$ cat config.mk
export PLATFORM = sky130hd
export DESIGN_NAME = datamem_mp
export DESIGN_NICKNAME = d
export VERILOG_FILES = /design/src/rtl/datamem_pkg.sv /design/src/rtl/datamem_clr_fsm.sv /design/src/rtl/datamem_mp.sv
export SDC_FILE = /design/constraint.sdc
export NUM_CORES = 1
export LEC_CHECK = 0
export BUFFER_PORTS_ARGS = -buffer_cell sky130_fd_sc_hd__buf_2
export CAP_MARGIN = 20
export CORE_MARGIN = 4
export CORE_UTILIZATION = 29
export CTS_BUF_LIST = sky130_fd_sc_hd__clkbuf_4
export CTS_CLUSTER_DIAMETER = 40
export CTS_CLUSTER_SIZE = 12
export DETAILED_ROUTE_END_ITERATION = 12
export GPL_TIMING_DRIVEN = 0
export SLEW_MARGIN = 20
export SYNTH_ARGS = -nofsm -noshare
export SYNTH_HDL_FRONTEND = slang
export SYNTH_SLANG_ARGS = --single-unit
$ cat constraint.sdc
create_clock -name clock -period 1.8 [get_ports clock]
set_clock_uncertainty 0.05 [all_clocks]
set_input_delay 0.36 -clock clock [delete_from_list [all_inputs] [get_ports clock]]
set_output_delay 0.36 -clock clock [all_outputs]
set_load 0.005 [all_outputs]
$ cat src/rtl/datamem_pkg.sv
// Shared definitions for the multi-read-port data memory: clear FSM state
// encodings and default geometry.
package datamem_pkg;

  typedef enum logic {
    ST_IDLE  = 1'b0,
    ST_CLEAR = 1'b1
  } clr_state_e;

  localparam int DATA_W_DEF = 8;
  localparam int ADDR_W_DEF = 4;
  localparam int NUM_RD_DEF = 2;

endpackage

$ cat src/rtl/datamem_clr_fsm.sv
// Clear sequencer for datamem_mp: sweeps every word to zero after reset or on
// clr_req, and tracks writes that arrive while the sweep is running.
module datamem_clr_fsm
  import datamem_pkg::*;
#(
  parameter int ADDR_W = ADDR_W_DEF
) (
  input  logic              clock,
  input  logic              reset_n,
  input  logic              clr_req,
  input  logic              wr_en,
  output logic              busy,
  output logic              wr_drop,
  output logic              clr_we,
  output logic [ADDR_W-1:0] clr_addr
);

  localparam logic [ADDR_W-1:0] PTR_LAST = {ADDR_W{1'b1}};
  localparam logic [ADDR_W-1:0] PTR_ONE  = {{(ADDR_W-1){1'b0}}, 1'b1};

  clr_state_e        state_r;
  clr_state_e        state_nxt_s;
  logic [ADDR_W-1:0] clr_ptr_r;
  logic              busy_r;
  logic              wr_drop_r;
  logic              clr_we_s;

  // State register; reset always lands in CLEAR so the array starts zeroed.
  always_ff @(posedge clock or negedge reset_n) begin
    if (!reset_n) begin
      state_r <= ST_CLEAR;
    end else begin
      state_r <= state_nxt_s;
    end
  end

  // Next-state logic; a request seen during CLEAR does not restart the sweep.
  always_comb begin
    state_nxt_s = state_r;
    case (state_r)
      ST_IDLE: begin
        if (clr_req) state_nxt_s = ST_CLEAR;
        else         state_nxt_s = ST_IDLE;
      end
      ST_CLEAR: begin
        if (clr_ptr_r == PTR_LAST) state_nxt_s = ST_IDLE;
        else                       state_nxt_s = ST_CLEAR;
      end
      default: state_nxt_s = ST_CLEAR;
    endcase
  end

  // Sweep pointer, busy flag and sticky dropped-write flag.
  always_ff @(posedge clock or negedge reset_n) begin
    if (!reset_n) begin
      clr_ptr_r <= {ADDR_W{1'b0}};
      busy_r    <= 1'b1;
      wr_drop_r <= 1'b0;
    end else begin
      busy_r <= (state_nxt_s == ST_CLEAR);
      case (state_r)
        ST_IDLE: begin
          if (clr_req) begin
            clr_ptr_r <= {ADDR_W{1'b0}};
            wr_drop_r <= 1'b0;
          end
        end
        ST_CLEAR: begin
          clr_ptr_r <= clr_ptr_r + PTR_ONE;
          if (wr_en) wr_drop_r <= 1'b1;
        end
        default: clr_ptr_r <= {ADDR_W{1'b0}};
      endcase
    end
  end

  // Clear-write strobe onto the array write port.
  always_comb begin
    clr_we_s = 1'b0;
    if (state_r == ST_CLEAR) clr_we_s = 1'b1;
    else                     clr_we_s = 1'b0;
  end

  assign busy     = busy_r;
  assign wr_drop  = wr_drop_r;
  assign clr_we   = clr_we_s;
  assign clr_addr = clr_ptr_r;

endmodule

$ cat src/rtl/datamem_mp.sv
// Multi-read-port data memory: one write port, NUM_RD registered read ports
// and a hardware clear sequencer. Define DATAMEM_FWD_EN for write-first
// read-during-write behaviour; otherwise reads return the old word.
module datamem_mp
  import datamem_pkg::*;
#(
  parameter int DATA_W = DATA_W_DEF,
  parameter int ADDR_W = ADDR_W_DEF,
  parameter int NUM_RD = NUM_RD_DEF
) (
  input  logic                     clock,
  input  logic                     reset_n,
  input  logic                     clr_req,
  output logic                     busy,
  input  logic                     wr_en,
  input  logic [ADDR_W-1:0]        wr_addr,
  input  logic [DATA_W-1:0]        wr_data,
  input  logic [NUM_RD-1:0]        rd_en,
  input  logic [NUM_RD*ADDR_W-1:0] rd_addr,
  output logic [NUM_RD*DATA_W-1:0] rd_data,
  output logic [NUM_RD-1:0]        rd_valid,
  output logic                     wr_drop
);

  localparam int DEPTH = 1 << ADDR_W;

  logic [DATA_W-1:0] mem_r [DEPTH];
  logic              busy_s;
  logic              clr_we_s;
  logic [ADDR_W-1:0] clr_addr_s;
  logic              user_we_s;

  datamem_clr_fsm #(
    .ADDR_W (ADDR_W)
  ) u_clr_fsm (
    .clock    (clock),
    .reset_n  (reset_n),
    .clr_req  (clr_req),
    .wr_en    (wr_en),
    .busy     (busy_s),
    .wr_drop  (wr_drop),
    .clr_we   (clr_we_s),
    .clr_addr (clr_addr_s)
  );

  assign busy      = busy_s;
  assign user_we_s = wr_en & ~busy_s;

  // Array write port: the clear sweep owns it while busy, user writes otherwise.
  always_ff @(posedge clock) begin
    if (clr_we_s) begin
      mem_r[clr_addr_s] <= {DATA_W{1'b0}};
    end else if (user_we_s) begin
      mem_r[wr_addr] <= wr_data;
    end
  end

  for (genvar k = 0; k < NUM_RD; k++) begin : g_rd
    logic [ADDR_W-1:0] addr_s;
    logic [DATA_W-1:0] word_s;
    logic [DATA_W-1:0] data_r;
    logic              valid_r;

    assign addr_s = rd_addr[k*ADDR_W +: ADDR_W];

`ifdef DATAMEM_FWD_EN
    // Per-port forward of same-cycle write data (write-first).
    always_comb begin
      word_s = mem_r[addr_s];
      if (user_we_s && (wr_addr == addr_s)) word_s = wr_data;
      else                                  word_s = mem_r[addr_s];
    end
`else
    assign word_s = mem_r[addr_s];
`endif

    // Read register; data holds its last value when the port is not serviced.
    always_ff @(posedge clock or negedge reset_n) begin
      if (!reset_n) begin
        data_r  <= {DATA_W{1'b0}};
        valid_r <= 1'b0;
      end else if (rd_en[k] && !busy_s) begin
        data_r  <= word_s;
        valid_r <= 1'b1;
      end else begin
        valid_r <= 1'b0;
      end
    end

    assign rd_data[k*DATA_W +: DATA_W] = data_r;
    assign rd_valid[k]                 = valid_r;
  end

endmodule

==> key figures, run 1 <==
Placed design
  • Post-Place Setup Slack: -0.799 ns
  • Input/output buffers: 43
  • HPWL Detailed: around 14000 um
  • GPL Wtd Cong: between 0.8 and 0.9

Synthesis
  • Yosys warnings: 0
  • Netlist cell types: 34
  • Syn Inst Count: 550
  • Syn_area_per_cell: around 13 um^2
  • Flop and latch count out of synthesis: between 150 and 200
  • Mapped Area: just over 7000 um^2
  • Syn_nets: 577
  • Seq/Total Area, Yosys: around three fifths

Clock network
  • Worst-path clk slew: 0.12 ns
  • Total CTS buffers: 17
  • H-Tree Level Count: 4
  • Maximum buffer depth of the clock tree: 2
  • CTS Root Cell: clkbuf_4
  • CTS sink cnt: approximately 150
  • Worst skew pair latency: ~0.54 ns
  • CTS tree: yes

Floorplan
  • Die Y-Extent: 166 um
  • Initial core utilization: approximately 30%
  • Rows: between 50 and 60
  • CORE AREA: ~24000 um^2
  • Die width: 166 um
  • I/O pin cnt: between 40 and 50
  • Die ar.: roughly 27000 um^2

GRT
  • Largest net degree at the start of global routing: 25
  • First-pass GRT wire length: about 31000 um
  • Vias in the first global route: ~4900
  • Total track usage: between 10% and 20%
  • Total congestion overflow after global routing: 0
  • Initial antenna violation count: 2

Worst setup path
  • Setup CP Type: reg2reg
  • Data arrival time of the worst path: between 2 and 2.5 ns
  • Crit. End Element: flop
  • CP required: around 2 ns
  • Startpoint types: flop
  • CP max FO: 8

Finish
  • Fraction of layout cells with a size suffix above 1: a little over a quarter
  • Area Overhead vs Synth: 23.8%
  • N_diodes: 0
  • Seq. cell area: 4450 um^2
  • Nets@finish: between 600 and 700
  • Fillers: 2389
  • Multi-input logic area: 2850 um^2

Detailed routing
  • Final ANT Viol Nets: 0
  • Drt initial violations: between 400 and 500
  • Wire per inst: about 22 um
  • Via-per-instance ratio: around 5
  • Routed WL: 21000 um
  • DR vias: roughly 5000
  • Pre-Repair DR Iteration Count: 7
  • DRC: 0

STA
  • Slew Limit Fails: 0
  • Final Hold Viols: 0
  • Tcrit/Tclk final: 107%
  • Worst Slack Setup Final: -0.127 ns
  • WHS: about 0.12 ns
  • Slew margin rel.: 54.8%
  • RSZ-0062 raised after global routing: yes
  • Fmax: about 520 MHz
  • Crit path time final: between 1.5 and 2 ns
  • Endpoints failing setup: 83
  • Worst Max-Slew Pin Slew: roughly 0.68 ns

Power
  • Pleak: around 3.5 nW
  • Pwr Density: ~1200 nW/um^2
  • Peak VDD IR: about 0.73 mV
  • Overall Power: ~11 mW

Status
  • Status: finished, violations left
  • Failing checks: setup timing

Run
  • Max_cap viols: 0

Hold path
  • Min-Delay Path Class: in2reg
## Yosys cell counts, drive strengths merged
library cell / count / area (um^2)
a21oi: 16 / 80.1
a22oi: 33 / 248
a31oi: 7 / 43.8
a41oi: 1 / 8.76
and2: 10 / 62.6
and2b: 2 / 15.0
buf: 30 / 204
clkbuf: 4 / 16.3
dfrtp: 23 / 576
dfstp: 1 / 26.3
edfxtp: 128 / 3840
ha: 1 / 12.5
inv: 6 / 22.5
mux2i: 126 / 1260
mux4: 2 / 45.0
nand2: 64 / 240
nand2b: 5 / 31.3
nand3: 33 / 165
nand3b: 2 / 15.0
nand4: 14 / 87.6
nor2: 24 / 90.1
nor2b: 3 / 21.3
nor3: 2 / 10.0
nor3b: 4 / 30.0
nor4b: 1 / 8.76
o211ai: 1 / 7.51
o21ai: 4 / 20.0
o31ai: 1 / 7.51
xnor2: 1 / 8.76
xor2: 1 / 8.76
## metrics by stage
stage               setup TNS, ns  area, um^2  std cells  util [%]
finish                      -3.97        8930        977      36.6
global route                -7.80        8930        977      36.6
CTS                         -9.40        8650        962      35.4
detailed placement         -96.77        7850        917      32.2
global placement           -89.04        7850        917      32.2
floorplan                   -2.09        7230        550         -
## what timing repair did
| item | in CTS | in global routing |
|---|---|---|
| hold buffers | 2 | 0 |
| gates resized for setup | 62 | 18 |
| buffers inserted | 11 | 15 |
| cloned | 0 | 2 |
| endpoints found under the setup margin | 241 | 186 |
| endpoints found under the hold margin | 27 | 0 |
| pin swaps | 16 | 15 |
## final timing paths
kind                       slack (ns)                end         startpoint  depth (start not counted)
setup / recovery                -0.13        mem_r[8][5]  u_clr_fsm.state_r                          7
hold / removal                   0.12  u_clr_fsm.wr_drop              wr_en                          3
setup reg to reg                -0.13        mem_r[8][5]  u_clr_fsm.state_r                          7
hold reg to reg                  0.45  g_rd[1].data_r[4]  g_rd[1].data_r[4]                          2
max in group asynchronous        0.98  g_rd[0].data_r[0]            reset_n                          2
min in group asynchronous        0.30  g_rd[1].data_r[7]            reset_n                          2
## report_power, final
part	internal (mW)	total, mW	switching, mW	leakage, nW
Combinational	1.54	3.51	1.97	1.81
Sequential	4.70	5.18	0.477	1.52
Clock	1.15	2.32	1.18	0.170
Total	7.39	11.0	3.62	3.50
## sequential cells by signal, indices dropped and copies added, names as in the netlist
name                count
g_rd.valid_r            2
g_rd.data_r            16
u_clr_fsm.state_r       1
mem_r                 128
u_clr_fsm.wr_drop       1
u_clr_fsm.clr_addr      4
## layout make-up
class / count / area share (%)
Buffer: 33 / 2.84
Clock buffer: 21 / 1.76
Clock inverter: 11 / 1.74
Inverter: 6 / 0.252
Multi-Input combinational cell: 358 / 32.0
Sequential cell: 152 / 49.8
Tap cell: 324 / 4.54
Timing Repair Buffer: 72 / 7.14
## critical path: stages (launching register included)
cell	delay, ns
dfstp_2	0.67
nor2b_4	0.12
buf_6	0.14
nor3_4	0.16
a31oi_4	0.06
buf_12	0.16
nor2_4	0.12
buf_12	0.14
## cells in the final DEF (no fill, tap or decap), drive strengths merged, types with 2 or more instances in the layout
master,instances
edfxtp,128
mux2i,126
buf,100
nand2,64
a22oi,33
nand3,33
clkbuf,24
nor2,24
dfrtp,23
a21oi,16
nand4,14
and2,10
a31oi,7
inv,7
nand2b,5
clkinv,5
o21ai,4
bufinv,4
nor3b,4
nor2b,3
and2b,2
nand3b,2
mux4,2
dlygate4sd3,2
nor3,2
## per-layer routing
layer / vias up / share of wire [%] / global-route usage (%) / wire length [um]
met5: - / 0.13 / 0 / 27
li1: 2266 / - / - / -
met2: 200 / 45 / 22.1 / 9370
met1: 2397 / 46 / 21.7 / 9640
met4: 4 / 1.7 / 4.70 / 351
met3: 31 / 7.9 / 5.05 / 1660
## cell families (layout without fill, tap and decap cells)
| kind of cell | Yosys count | count (layout) | synth area share, % |
|---|---|---|---|
| buffers and inverters | 40 | 143 | 3.36 |
| flip-flops | 152 | 152 | 61.6 |
| AO/OA/AOI/OAI | 63 | 63 | 5.76 |
| XOR/XNOR | 2 | 2 | 0.243 |
| multiplexers | 128 | 128 | 18.1 |
| AND/OR/NAND/NOR | 164 | 164 | 10.8 |
| adder cells (fa/ha/maj) | 1 | 1 | 0.173 |
Power figures use the tool's default switching activity.
==> run 2: changes to the inputs <==
CAP_MARGIN = unset   (was 20)
CORE_UTILIZATION = 49   (was 29)
PLACE_DENSITY = 0.69   (was unset)
==> run 2 against run 1 <==
Against the previous run:
- the flow now finishes without violations
- sequential cell count unchanged
- sequential power about the same
- critical path depth decreased by 2
- design area decreased by 5.4%
- setup slack improved by 0.13 ns
- first-iteration DRC count increased by 15%
- global-route usage increased by 9.3 points
==> key figures, run 2 (synthesis results as in run 1) <==
Status
  • Status: complete, no violations

Power
  • Overall Power: between 10 and 15 mW
  • Pwr Density: approximately 1200 nW/um^2
  • Pleak: approximately 3.3 nW
  • Peak VDD IR: 0.814 mV

Hold path
  • Worst Hold Path EP: u_clr_fsm.wr_drop
  • Min-Delay Path Class: in2reg
  • WHS Path Cells: 3
  • Hold path startpoint: wr_en

Clock network
  • Maximum buffer depth of the clock tree: 2
  • H-Tree Level Count: 4
  • Worst-path clk slew: between 0.1 and 0.15 ns
  • CTS Root Cell: clkbuf_4
  • Total CTS buffers: 17
  • CTS tree: yes
  • Worst skew pair latency: 0.56 ns
  • CTS sink cnt: approximately 150

Placed design
  • GPL Wtd Cong: 0.955
  • Input/output buffers: 43
  • Inst Count DP: 777
  • HPWL Detailed: roughly 14000 um

STA
  • Worst Max-Slew Pin Slew: 0.696 ns
  • Endpoints failing setup: 0
  • Slew margin rel.: about 53%
  • Fmax: 556 MHz
  • Tcrit/Tclk final: 100%
  • Setup TNS Final: 0 ns
  • Final Hold Viols: 0
  • Slew Limit Fails: 0
  • RSZ-0062 raised after global routing: yes
  • Crit path time final: 1.80 ns

Finish
  • N_diodes: 0
  • Post-Layout Cell Count: slightly above 800
  • Multi-input logic area: 2840 um^2
  • Seq. cell area: about 4400 um^2
  • Most frequent cells in the layout: edfxtp_1, mux2i_1, nand2_1
  • Area Overhead vs Synth: 17.1%
  • Max reg flops: 128
  • Commonest non-fill, non-tap cell in the layout: edfxtp_1
  • Nets@finish: 650
  • Fillers: roughly 1100
  • Fraction of layout cells with a size suffix above 1: between 20 and 25%
  • Reg with most FFs: mem_r

Detailed routing
  • Final ANT Viol Nets: 0
  • Drt initial violations: 539
  • Wire per inst: between 20 and 25 um
  • Routed WL: approximately 20000 um
  • DRC: 0
  • Pre-Repair DR Iteration Count: 5
  • DR vias: approximately 5000
  • Via-per-instance ratio: approximately 6

GRT
  • First-pass GRT wire length: 29700 um
  • Largest net degree at the start of global routing: 25
  • Total track usage: roughly 24%
  • Initial antenna violation count: 0
  • Total congestion overflow after global routing: 0
  • Vias in the first global route: around 5000

Worst setup path
  • Max stage delay on crit path: about 0.63 ns
  • Crit-path cells: nor2b_4, buf_6, a31oi_4, nor2_4, buf_12
  • R2R cell count: 5
  • CP required: 2.08 ns
  • Setup CP Type: reg2reg
  • Crit. End Element: flop
  • Startpoint types: flop
  • R2R Setup Slk: between 0.0002 and 0.0003 ns
  • Data arrival time of the worst path: around 2.1 ns
  • WP buf/inv: 2
  • Worst r2r dst: mem_r[10][7]
  • Top Family by Delay on Critical Path: flip-flops
  • CP max stage cell: dfstp_2
  • Crit Reg-Reg Startpoint: u_clr_fsm.state_r
  • CP max FO: 10

Floorplan
  • Die ar.: between 15000 and 20000 um^2
  • Die width: ~130 um
  • Rows: between 40 and 50
  • CORE AREA: approximately 14000 um^2
  • I/O pin cnt: 46
  • Die Y-Extent: approximately 130 um
  • Initial core utilization: roughly half

Run
  • Max_cap viols: 0
## run 2: cell type report
cell class	count	area share, %
timing repair buffer	55	4.56
tap	184	2.72
sequential	152	52.6
clock inverter	15	1.89
multi-input combinational	358	33.6
clock buffer	17	1.51
buffer	33	2.89
inverter	6	0.266
## run 2: worst register-to-register path, cell delays in order (launching register included)
cell	delay (ns)
dfstp_2	0.63
nor2b_4	0.09
buf_6	0.15
a31oi_4	0.41
nor2_4	0.08
buf_12	0.16
## run 2: what timing repair did
action	CTS	global route
endpoints found under the hold margin	28	0
setup endpoints to repair	237	132
gates resized for setup	60	13
buffers inserted	5	6
pin swaps	8	10
hold buffers	2	0
## run 2: stage by stage
stage	hold slack [ns]	setup WS, ns	util (%)	area [um^2]
after floorplan	0.0144	-0.0437	-	7230
after global placement	0.326	-0.612	53.0	7670
after detailed placement	0.336	-0.639	53.0	7670
after CTS	0.0508	-0.0634	57.6	8340
after global routing	0.118	-0.0425	58.4	8450
final	0.101	0.000295	58.4	8450
## run 2: how the worst max path moves through the flow
stage / from / to / cells after the start
finish: u_clr_fsm.state_r / mem_r[10][7] / 5
global route: u_clr_fsm.state_r / mem_r[10][6] / 5
CTS: u_clr_fsm.state_r / mem_r[9][2] / 4
detailed placement: wr_en / mem_r[1][2] / 5
global placement: wr_en / mem_r[1][0] / 5
floorplan: u_clr_fsm.state_r / mem_r[0][0] / 4
## run 2: per-layer routing
layer  wire length (um)  global-route usage [%]  vias to the layer above  part of all wire [%]
li1                   -                       -                     2229                     -
met1               8250                    33.3                     2479                    42
met2               9260                    37.4                      260                    47
met3               1540                    5.98                       53                   7.8
met4                722                    11.3                        0                   3.7
met5                  0                       0                        -                     0
## run 2: report_power, final
group / total, mW / internal (mW) / switching [mW]
Sequential: 5.18 / 4.70 / 0.474
Combinational: 3.03 / 1.19 / 1.84
Clock: 2.16 / 0.934 / 1.22
Total: 10.4 / 6.82 / 3.54
